File: config.mk
export PLATFORM = sky130hd
export DESIGN_NAME = uart_rx_controller
export DESIGN_NICKNAME = d
export VERILOG_FILES = /design/src/rtl/definitions_pkg.sv /design/src/rtl/uart_rx_fifo.sv /design/src/rtl/uart_rx_controller.sv
export SDC_FILE = /design/constraint.sdc
export NUM_CORES = 1
export LEC_CHECK = 0
export BUFFER_PORTS_ARGS = -buffer_cell sky130_fd_sc_hd__buf_2
export CAP_MARGIN = 10
export CORE_UTILIZATION = 60
export CTS_CLUSTER_SIZE = 28
export DETAILED_ROUTE_END_ITERATION = 10
export PLACE_DENSITY = 0.81
export SLEW_MARGIN = 20
export SYNTH_ARGS = -nofsm -noshare
export SYNTH_HDL_FRONTEND = slang
export SYNTH_SLANG_ARGS = --single-unit
File: constraint.sdc
create_clock -name clk -period 3.5 [get_ports clk]
set_input_delay 0.7 -clock clk [delete_from_list [all_inputs] [get_ports clk]]
set_output_delay 0.7 -clock clk [all_outputs]
set_load 0.05 [all_outputs]
File: src/rtl/definitions_pkg.sv
// definitions_pkg
// Shared constants and types for the UART receive path.
//   ctrl_state_t    : receive controller states
//   OVERSAMPLE_RATE : oversample ticks per bit; also the idle-line qualification length
//   HOLD_TIME       : receiver-side hold constant shared through this package
//   RX_FIFO_DEPTH   : default depth of the controller's receive FIFO
package definitions_pkg;

  localparam int OVERSAMPLE_RATE = 16;
  localparam int HOLD_TIME       = 2;
  localparam int RX_FIFO_DEPTH   = 4;

  typedef enum logic [1:0] {
    DISABLED  = 2'd0,
    WAIT_IDLE = 2'd1,
    ACTIVE    = 2'd2,
    STOPPING  = 2'd3
  } ctrl_state_t;

  // The receiver is live (enabled, results accepted) in ACTIVE and STOPPING.
  function automatic logic is_rcv_on(input ctrl_state_t s);
    return (s == ACTIVE) || (s == STOPPING);
  endfunction

endpackage

File: src/rtl/uart_rx_fifo.sv
// uart_rx_fifo
// Circular receive buffer with head-of-RAM read.
//   clk, rstN : clock, asynchronous active-low reset
//   push      : write wdata; accepted when not full, or when full with a pop
//   pop       : remove the head; ignored while empty
//   wdata     : byte to write
//   rdata     : current head byte, 0 while empty
//   full      : DEPTH entries held
//   empty     : no entries held
module uart_rx_fifo #(
  parameter  int DEPTH = 4,
  parameter  int WIDTH = 8,
  localparam int PTR_W = $clog2(DEPTH)
) (
  input  logic             clk,
  input  logic             rstN,
  input  logic             push,
  input  logic             pop,
  input  logic [WIDTH-1:0] wdata,
  output logic [WIDTH-1:0] rdata,
  output logic             full,
  output logic             empty
);

  logic [WIDTH-1:0] mem [DEPTH];
  logic [PTR_W-1:0] wr_ptr;
  logic [PTR_W-1:0] rd_ptr;
  logic [PTR_W:0]   count;
  logic             do_push;
  logic             do_pop;

  assign full    = (count == (PTR_W+1)'(DEPTH));
  assign empty   = (count == '0);
  assign do_pop  = pop & ~empty;
  // A pop in the same cycle frees the slot the push needs.
  assign do_push = push & (~full | do_pop);
  assign rdata   = empty ? '0 : mem[rd_ptr];

  // NOTE: sequential state uses non-blocking assignments so every flop samples
  // pre-edge values regardless of statement order.
  always_ff @(posedge clk or negedge rstN) begin
    if (!rstN) begin
      wr_ptr <= '0;
      rd_ptr <= '0;
      count  <= '0;
    end else begin
      // Pointers are log2(DEPTH) bits and wrap on their own.
      if (do_push) wr_ptr <= wr_ptr + 1'b1;
      if (do_pop)  rd_ptr <= rd_ptr + 1'b1;
      if (do_push != do_pop) count <= do_push ? count + 1'b1 : count - 1'b1;
    end
  end

  // NOTE: storage is deliberately not reset; rdata is forced to 0 while empty,
  // so stale contents are never visible.
  always_ff @(posedge clk) begin
    if (do_push) mem[wr_ptr] <= wdata;
  end

endmodule

File: src/rtl/uart_rx_controller.sv
// uart_rx_controller
// Sequencing and buffering around one UART receiver instance.
//   clk, rstN    : clock, asynchronous active-low reset
//   cfg_en       : receive enable request
//   cfg_div      : clocks per oversample tick (0 behaves as 1)
//   clr_status   : pulse clearing overrun / frame_err
//   rx_pin       : raw asynchronous serial line
//   rx_line      : synchronized line to the receiver
//   s_tick       : oversample tick to the receiver
//   rcv_enabled  : receiver enable
//   rcv_busy/done/err/data : receiver status and result
//   m_valid/m_data/m_ready : bus-side FIFO head handshake
//   overrun      : sticky, a byte was dropped on a full FIFO
//   frame_err    : sticky, receiver reported an error
//   ctrl_active  : controller is ACTIVE or STOPPING
module uart_rx_controller
  import definitions_pkg::*;
#(
  parameter int FIFO_DEPTH = RX_FIFO_DEPTH,
  parameter int DIV_W      = 16
) (
  input  logic             clk,
  input  logic             rstN,
  input  logic             cfg_en,
  input  logic [DIV_W-1:0] cfg_div,
  input  logic             clr_status,
  input  logic             rx_pin,
  output logic             rx_line,
  output logic             s_tick,
  output logic             rcv_enabled,
  input  logic             rcv_busy,
  input  logic             rcv_done,
  input  logic             rcv_err,
  input  logic [7:0]       rcv_data,
  output logic             m_valid,
  output logic [7:0]       m_data,
  input  logic             m_ready,
  output logic             overrun,
  output logic             frame_err,
  output logic             ctrl_active
);

  localparam int                IDLE_W    = $clog2(OVERSAMPLE_RATE);
  localparam logic [IDLE_W-1:0] IDLE_LAST = IDLE_W'(OVERSAMPLE_RATE - 1);

  ctrl_state_t      state;
  logic             rcv_on;
  logic             sync_q;
  logic [DIV_W-1:0] tick_cnt;
  logic [DIV_W-1:0] div_lat;
  logic [DIV_W-1:0] div_eff;
  logic [IDLE_W-1:0] idle_cnt;
  logic             push_req;
  logic             err_evt;
  logic             pop;
  logic             fifo_full;
  logic             fifo_empty;

  assign rcv_on = is_rcv_on(state);

  // Two-flop synchronizer; idle-high reset so the line never looks like a start bit.
  always_ff @(posedge clk or negedge rstN) begin
    if (!rstN) begin
      sync_q  <= 1'b1;
      rx_line <= 1'b1;
    end else begin
      sync_q  <= rx_pin;
      rx_line <= sync_q;
    end
  end

  // Tick generator. The divisor is latched at each wrap (and continuously while
  // disabled) so a cfg_div change never truncates a tick period in flight.
  assign div_eff = (cfg_div == '0) ? DIV_W'(1) : cfg_div;

  always_ff @(posedge clk or negedge rstN) begin
    if (!rstN) begin
      tick_cnt <= '0;
      div_lat  <= DIV_W'(1);
      s_tick   <= 1'b0;
    end else if (state == DISABLED) begin
      tick_cnt <= '0;
      div_lat  <= div_eff;
      s_tick   <= 1'b0;
    end else if (tick_cnt == div_lat - DIV_W'(1)) begin
      tick_cnt <= '0;
      div_lat  <= div_eff;
      s_tick   <= 1'b1;
    end else begin
      tick_cnt <= tick_cnt + 1'b1;
      s_tick   <= 1'b0;
    end
  end

  // Control FSM. Enable outputs follow the state register one cycle later.
  always_ff @(posedge clk or negedge rstN) begin
    if (!rstN) begin
      state       <= DISABLED;
      idle_cnt    <= '0;
      rcv_enabled <= 1'b0;
      ctrl_active <= 1'b0;
    end else begin
      rcv_enabled <= rcv_on;
      ctrl_active <= rcv_on;
      case (state)
        DISABLED: begin
          if (cfg_en) begin
            idle_cnt <= '0;
            state    <= WAIT_IDLE;
          end
        end
        WAIT_IDLE: begin
          // Require a full bit time of idle line so we never start mid-frame.
          if (!cfg_en) begin
            state <= DISABLED;
          end else if (s_tick) begin
            if (!rx_line)                   idle_cnt <= '0;
            else if (idle_cnt == IDLE_LAST) state    <= ACTIVE;
            else                            idle_cnt <= idle_cnt + 1'b1;
          end
        end
        ACTIVE: begin
          if (!cfg_en) state <= rcv_busy ? STOPPING : DISABLED;
        end
        STOPPING: begin
          if (cfg_en)                                state <= ACTIVE;
          else if (rcv_done || rcv_err || !rcv_busy) state <= DISABLED;
        end
        default: state <= DISABLED;
      endcase
    end
  end

  // Receiver results count only while the receiver is live.
  assign push_req = rcv_done & rcv_on;
  assign err_evt  = rcv_err & rcv_on;
  assign pop      = m_valid & m_ready;
  assign m_valid  = ~fifo_empty;

  uart_rx_fifo #(
    .DEPTH (FIFO_DEPTH),
    .WIDTH (8)
  ) u_fifo (
    .clk   (clk),
    .rstN  (rstN),
    .push  (push_req),
    .pop   (pop),
    .wdata (rcv_data),
    .rdata (m_data),
    .full  (fifo_full),
    .empty (fifo_empty)
  );

  // Sticky flags; a set event in the same cycle as clr_status wins.
  always_ff @(posedge clk or negedge rstN) begin
    if (!rstN) begin
      overrun   <= 1'b0;
      frame_err <= 1'b0;
    end else begin
      overrun   <= (push_req & fifo_full & ~pop) | (overrun & ~clr_status);
      frame_err <= err_evt | (frame_err & ~clr_status);
    end
  end

endmodule

**Word-level counts from Yosys, hierarchy flattened**

Memories as Yosys holds them, arrays and structs flattened.
Cells that the tools add are included.

- $add $sub $neg: 7
- Bitwise operators: 16
- Muxes and demuxes: 27
- Equality and inequality tests: 16
- Reductions and logical operators: 11

Operators by type and width:

| cell | count |
|---|---|
| $mux 16 | 5 |
| $mux 4 | 5 |
| $mux 2 | 9 |
| $add 16x1->16 const B | 1 |
| $eq 16x16->1 | 1 |
| $logic_not 16->1 | 1 |
| $sub 16x1->16 const B | 1 |
| $ne 3x3->1 const B | 4 |
| $and 1x1->1 | 9 |
| $mux 8 | 1 |
| $ne 2x2->1 const B | 4 |
| $pmux 2 s4 | 1 |
| $pmux 4 s2 | 1 |
| $reduce_and 6->1 | 1 |
| $reduce_and 5->1 | 1 |
| $add 2x1->2 const B | 2 |
| $add 4x1->4 const B | 1 |
| $eq 2x2->1 const B | 2 |
| $eq 4x4->1 const B | 1 |
| $mux 1 | 4 |
| $not 1->1 | 4 |
| $reduce_bool 2->1 | 2 |
| $add 3x1->3 const B | 1 |
| $eq 3x3->1 const B | 1 |
| 10 further kinds | 14 |

- Memory bits (writable): 32
- Word-level logic and storage cells: 91
- Memories kept: 1
- Input port bits: 33
- Flip-flop bits (word level): 51
- Output and inout bits: 15

Memory list:

| name | depth | bits a word | rd ports | clocked after Yosys merged registers in | write ports | RTL line | RTL |
|---|---|---|---|---|---|---|---|
| u_fifo.mem | 4 | 8 | 1 | 0 | 1 | uart_rx_fifo.sv:25 | `logic [WIDTH-1:0] mem [DEPTH];` |

**Depth between registers and ports, before layout**

- Depth in word-level cells: 8
- Gate-level depth with buffers: 12
- Gate-level depth less buffers: 8

**Cells and area by module**

From an unflattened synthesis, not the netlist that was laid out.

- Cells, all modules: 356
- Area, all modules: 4,259.1 um^2

By module, submodules not included:

| module | times used | area an instance (um^2) | seq. area each (um^2) | cells an instance |
|---|---|---|---|---|
| uart_rx_controller | 1 | 2,478.6 | 1,104.8 | 251 |
| uart_rx_fifo | 1 | 1,780.5 | 1,136.1 | 105 |

**Worst setup path before layout**

No wires, ideal clock.

- Path kind: register to register
- From: register div_lat[0]
- To: register div_lat[10]
- Period minus slack after synthesis: 2.791 ns
- Arrival: 2.658 ns
- Required time: 3.367 ns
- Cell stages (with the launch flop): 13
- Setup time: 0.133 ns
- Slack: 0.709 ns
- Path buffers: 4
- Cells stage by stage: dfstp_2 > clkbuf_1 > inv_1 > ha_1 > nand2b_1 > o211a_1 > o31a_1 > clkbuf_1 > or3_1 > buf_2 > buf_2 > a31oi_1 > o211ai_1

- Word-level cells in the longest chain between the ends: 3

Ends and longest elaborated chain:

| what | RTL line | RTL |
|---|---|---|
| from (decl) | uart_rx_controller.sv:50 | `logic [DIV_W-1:0] div_lat;` |
| from (signal assigned) | uart_rx_controller.sv:83 | `div_lat <= div_eff;` |
| from (signal assigned) | uart_rx_controller.sv:87 | `div_lat <= div_eff;` |
| $sub 16x1->16 | uart_rx_controller.sv:85 | `end else if (tick_cnt == div_lat - DIV_W'(1)) begin` |
| $eq 16x16->1 | uart_rx_controller.sv:85 |  |
| $reduce_bool 2->1 (no line) | n/a |  |

Every way passes these cells.
A chain may end at the register's enable or synchronous reset.

**Worst setup path after layout**

- From: register div_lat[1]
- To: register div_lat[11]

Same word-level chain as after synthesis.

==> results.md <==
* Run status: finished, final reports clean
* Unrepaired setup endpoints after global routing: false
* Multiplexer share of the synthesized area at roughly 4.7%
* Number of antenna violations at the first check in global routing at 0
* WHS Path Cells at 0
* Pin count of the biggest net entering global routing at 34
* Antenna Cells at 0
* Total wirelength of the detailed-routed design at roughly 11000 um
* NetSw at around 1.7 mW
* Critical-path cell with the highest stage delay: sky130_fd_sc_hd__and3_1
* Routed vias/inst at ~6.4
* Adder-Cell Fraction of Synth Area at under 10%
* Worst min path class: flop to flop
* Post-synthesis area per instance at roughly 10 um2
* Area share of and/or/nand/nor cells after synthesis at 22.5%
* Number of setup violations in the final report at 0
* Layout cell share with drive strength beyond 1 at about a fifth
* Final count of hold timing violations at 0
* Worst-path clk slew at 0.09 ns
* Post-CTS Setup Bufs at 0
* Number of global-route vias before repair at 3800
* Largest stage delay on the critical path at approximately 0.61 ns
* Clock Root Buffer: sky130_fd_sc_hd__clkbuf_8
* Number of sinks driven by the clock tree at 83
* Number of gates given a new drive strength after cts at 0
* Aggregate global-route resource usage at between 20 and 30%
* Cts-stage hold buffer count at 0
* Half-perimeter wire length after placement at between 7000 and 8000 um
* Most instantiated library cell after synthesis: sky130_fd_sc_hd__nand2_1
* Remaining antenna violation count after routing at 0
* Power share of the combinational group at between 40% and 50%
* Number of standard cells after synthesis at just under 500
* Clock share of power at between 20% and 30%
* Switching share of power at approximately 44%
* Static power due to leakage at about 2.1 nW
* WP depth at 9
* Remaining DRCs at 0
* Clock buffer depth at 2
* Worst vdd rail ir drop at around 0.34 mV
* Via total after detailed routing at between 3000 and 4000
* Final worst path period need at approximately 3.2 ns
* Complex-gate fraction of the synthesized area at about an eighth
* Post-layout power at just under 4 mW
* Data arrival at the endpoint of the critical path at about 3.4 ns
* Sequential-to-total area share from yosys stat at ~46%
* Worst-case headroom to the max-slew limit at between 40% and 50%
* Count of distinct cell types in the synthesized netlist at 57
* CP bufs+invs at 2
* Clock tree from TritonCTS: built
* Cell count after placement at 600
* Tightest Pin Transition at ~0.79 ns
* XOR/XNOR Fraction of Synth Area at roughly 7.6%
* Maxcap violations at 0
* Die outline area at roughly 8600 um2
* Synthesis-to-finish area growth at 9.80%
* Post-Synthesis Net Count at between 500 and 600
* GP Congestion at 0.877
* Number of H-tree branching levels at 3
* Pwr Density at about 740 nW/um2
* Worst Setup Start Kind: flop
* CTS buffer count at 9
* Netlist area before placement at between 4000 and 5000 um2
* DRT Pass-1 Iters at 7
* Fmax at about 320 MHz
* Die span in x at 92.5 um
* Final clock period utilization by the worst path at between 90% and 100%
* Worst-path fanout max at 17
* Ports placed on the boundary at 48
* Total core area at approximately 7800 um2
* Most used DFF post-synth: sky130_fd_sc_hd__dfrtp_1
* Sum Neg Setup Slack at 0 ns
* Final routed wire length divided by cell count at roughly 18 um
* Starting Density at roughly 63%
* Post-Route Skew at 0.0122 ns
* Share of total power in sequential cells at 39.1%
* Critical-path cell list: inv_1 > ha_1 > nor3b_1 > nand2_1 > xnor2_1 > nor4_2 > buf_4 > and3_1 > o211ai_1
* Total number of yosys warnings at 0
* Critical Path RT at approximately 3.7 ns
* Initial DRC Count at 224
* Synth cell count leaders: 51 x sky130_fd_sc_hd__nand2_1, 48 x sky130_fd_sc_hd__dfrtp_1, 32 x sky130_fd_sc_hd__edfxtp_1, 29 x sky130_fd_sc_hd__clkbuf_1, 28 x sky130_fd_sc_hd__o21ai_0
* Clock latency of the later-clocked register in the worst-skew pair at 0.37 ns
* Synth Register Bits at 83
* Category of the critical setup timing path: flop to flop
* Post-synth EDFFs at 32
* Path depth of the worst reg2reg path at 9
* Final Slew Violations at 0
* Die height at 92.5 um
* Proportion of synthesized flip-flops having asynchronous set or reset at between 60% and 70%
* Buffers on Ports at 47
* Dominant delay contributor by cell family on the critical path: simple AND/OR/NAND/NOR gates
* Internal portion of total power at roughly 2.2 mW
* Main combinational cell family by area after synthesis: simple AND/OR/NAND/NOR gates
* Top cell type's share of synthesized area at 24.4%
* Final Non-Filler Cells at 616
* Rows at 32
* Global-route wire length before repair at between 15000 and 20000 um
* Critical path endpoint category: flop
* Dominant cells by area after synthesis: sky130_fd_sc_hd__dfrtp_1 24%, sky130_fd_sc_hd__edfxtp_1 20%, sky130_fd_sc_hd__xor2_1 4.3%
* Cell type with the highest aggregate area in the netlist: sky130_fd_sc_hd__dfrtp_1
* Congestion Overflow GR at 0
* Number of nets in the layout at 550
[cell usage in the layout (no fill, tap or decap), drive strengths merged, types with 7 or more instances in the layout]
cell type	netlist	layout
nand3	14	14
inv	13	17
a31oi	16	16
nor2	13	13
dfrtp	48	48
nand4	21	21
nand2	51	51
xnor2	16	16
and2	13	13
o31ai	17	17
nor3	19	19
mux4	8	8
edfxtp	32	32
ha	7	7
o21ai	28	28
nor4	26	26
buf	12	58
clkbuf	30	9
xor2	24	24
o211ai	18	18
[registers in the layout, summed over array words and instances (netlist names)]
| signal | cells |
|---|---|
| u_fifo.mem | 32 |
| rx_line | 1 |
| idle_cnt | 4 |
| div_lat | 16 |
| state | 2 |
| u_fifo.count | 3 |
| u_fifo.wr_ptr | 2 |
| overrun | 1 |
| u_fifo.rd_ptr | 2 |
| s_tick | 1 |
| frame_err | 1 |
| sync_q | 1 |
| ctrl_active | 1 |
| tick_cnt | 16 |
[stage by stage]
step | hold WS, ns | cell area, um2 | setup WS [ns] | util [%]
after floorplan | 0.345 | 4910 | 0.709 | -
after global placement | 0.345 | 5160 | 0.459 | 66.2
after detailed placement | 0.348 | 5160 | 0.383 | 66.2
after CTS | 0.361 | 5400 | 0.383 | 69.1
after global routing | 0.361 | 5400 | 0.119 | 69.1
final | 0.363 | 5400 | 0.348 | 69.1
[layer usage]
| metal | up-vias | part of all wire, % | global-route usage (%) |
|---|---|---|---|
| met5 | - | 0 | 0 |
| met4 | 0 | 2.4 | 12.6 |
| met3 | 26 | 6.0 | 4.93 |
| met2 | 147 | 51 | 48.3 |
| met1 | 1920 | 40 | 34.8 |
| li1 | 1856 | - | - |
[worst register-to-register path: cells and delay by family (launching register included)]
family	cells	cell delay, ns
AO/OA/AOI/OAI	1	0.24
XOR/XNOR	1	0.18
adder cells (fa/ha/maj)	1	0.16
buffers and inverters	2	0.35
flip-flops	1	0.45
AND/OR/NAND/NOR	4	1.61
[final timing paths]
check	slack [ns]	endpoint	start
max in group asynchronous	2.25	div_lat[0]	rstN
hold reg to reg	0.36	rx_line	sync_q
setup reg to reg	0.35	div_lat[11]	div_lat[1]
hold / removal	0.36	rx_line	sync_q
setup / recovery	0.35	div_lat[11]	div_lat[1]
min in group asynchronous	0.41	tick_cnt[4]	rstN
[cells by family after synthesis]
logic type	Yosys count
AOI/OAI and AO/OA	92
xor gates and xnor gates	41
adders and majority gates	8
buffers and inverters	55
DFF	83
muxes	13
and+or+nand+nor	190
[cell type report]
cell class,count,area [um2]
clock buffer,9,124
multi-input combinational,344,2430
timing repair buffer,58,318
sequential,83,2240
clock inverter,7,106
tap,102,128
fill,592,2410
inverter,13,48.8
[power by group through the flow]
stage,clock network [mW],registers [mW],logic (mW)
floorplan,0,1.39,1.40
global placement,0,1.54,1.52
detailed placement,0,1.56,1.59
CTS,0.809,1.54,1.61
global route,0.841,1.58,1.77
finish,0.800,1.55,1.61
(Power assumes the default switching activity.)
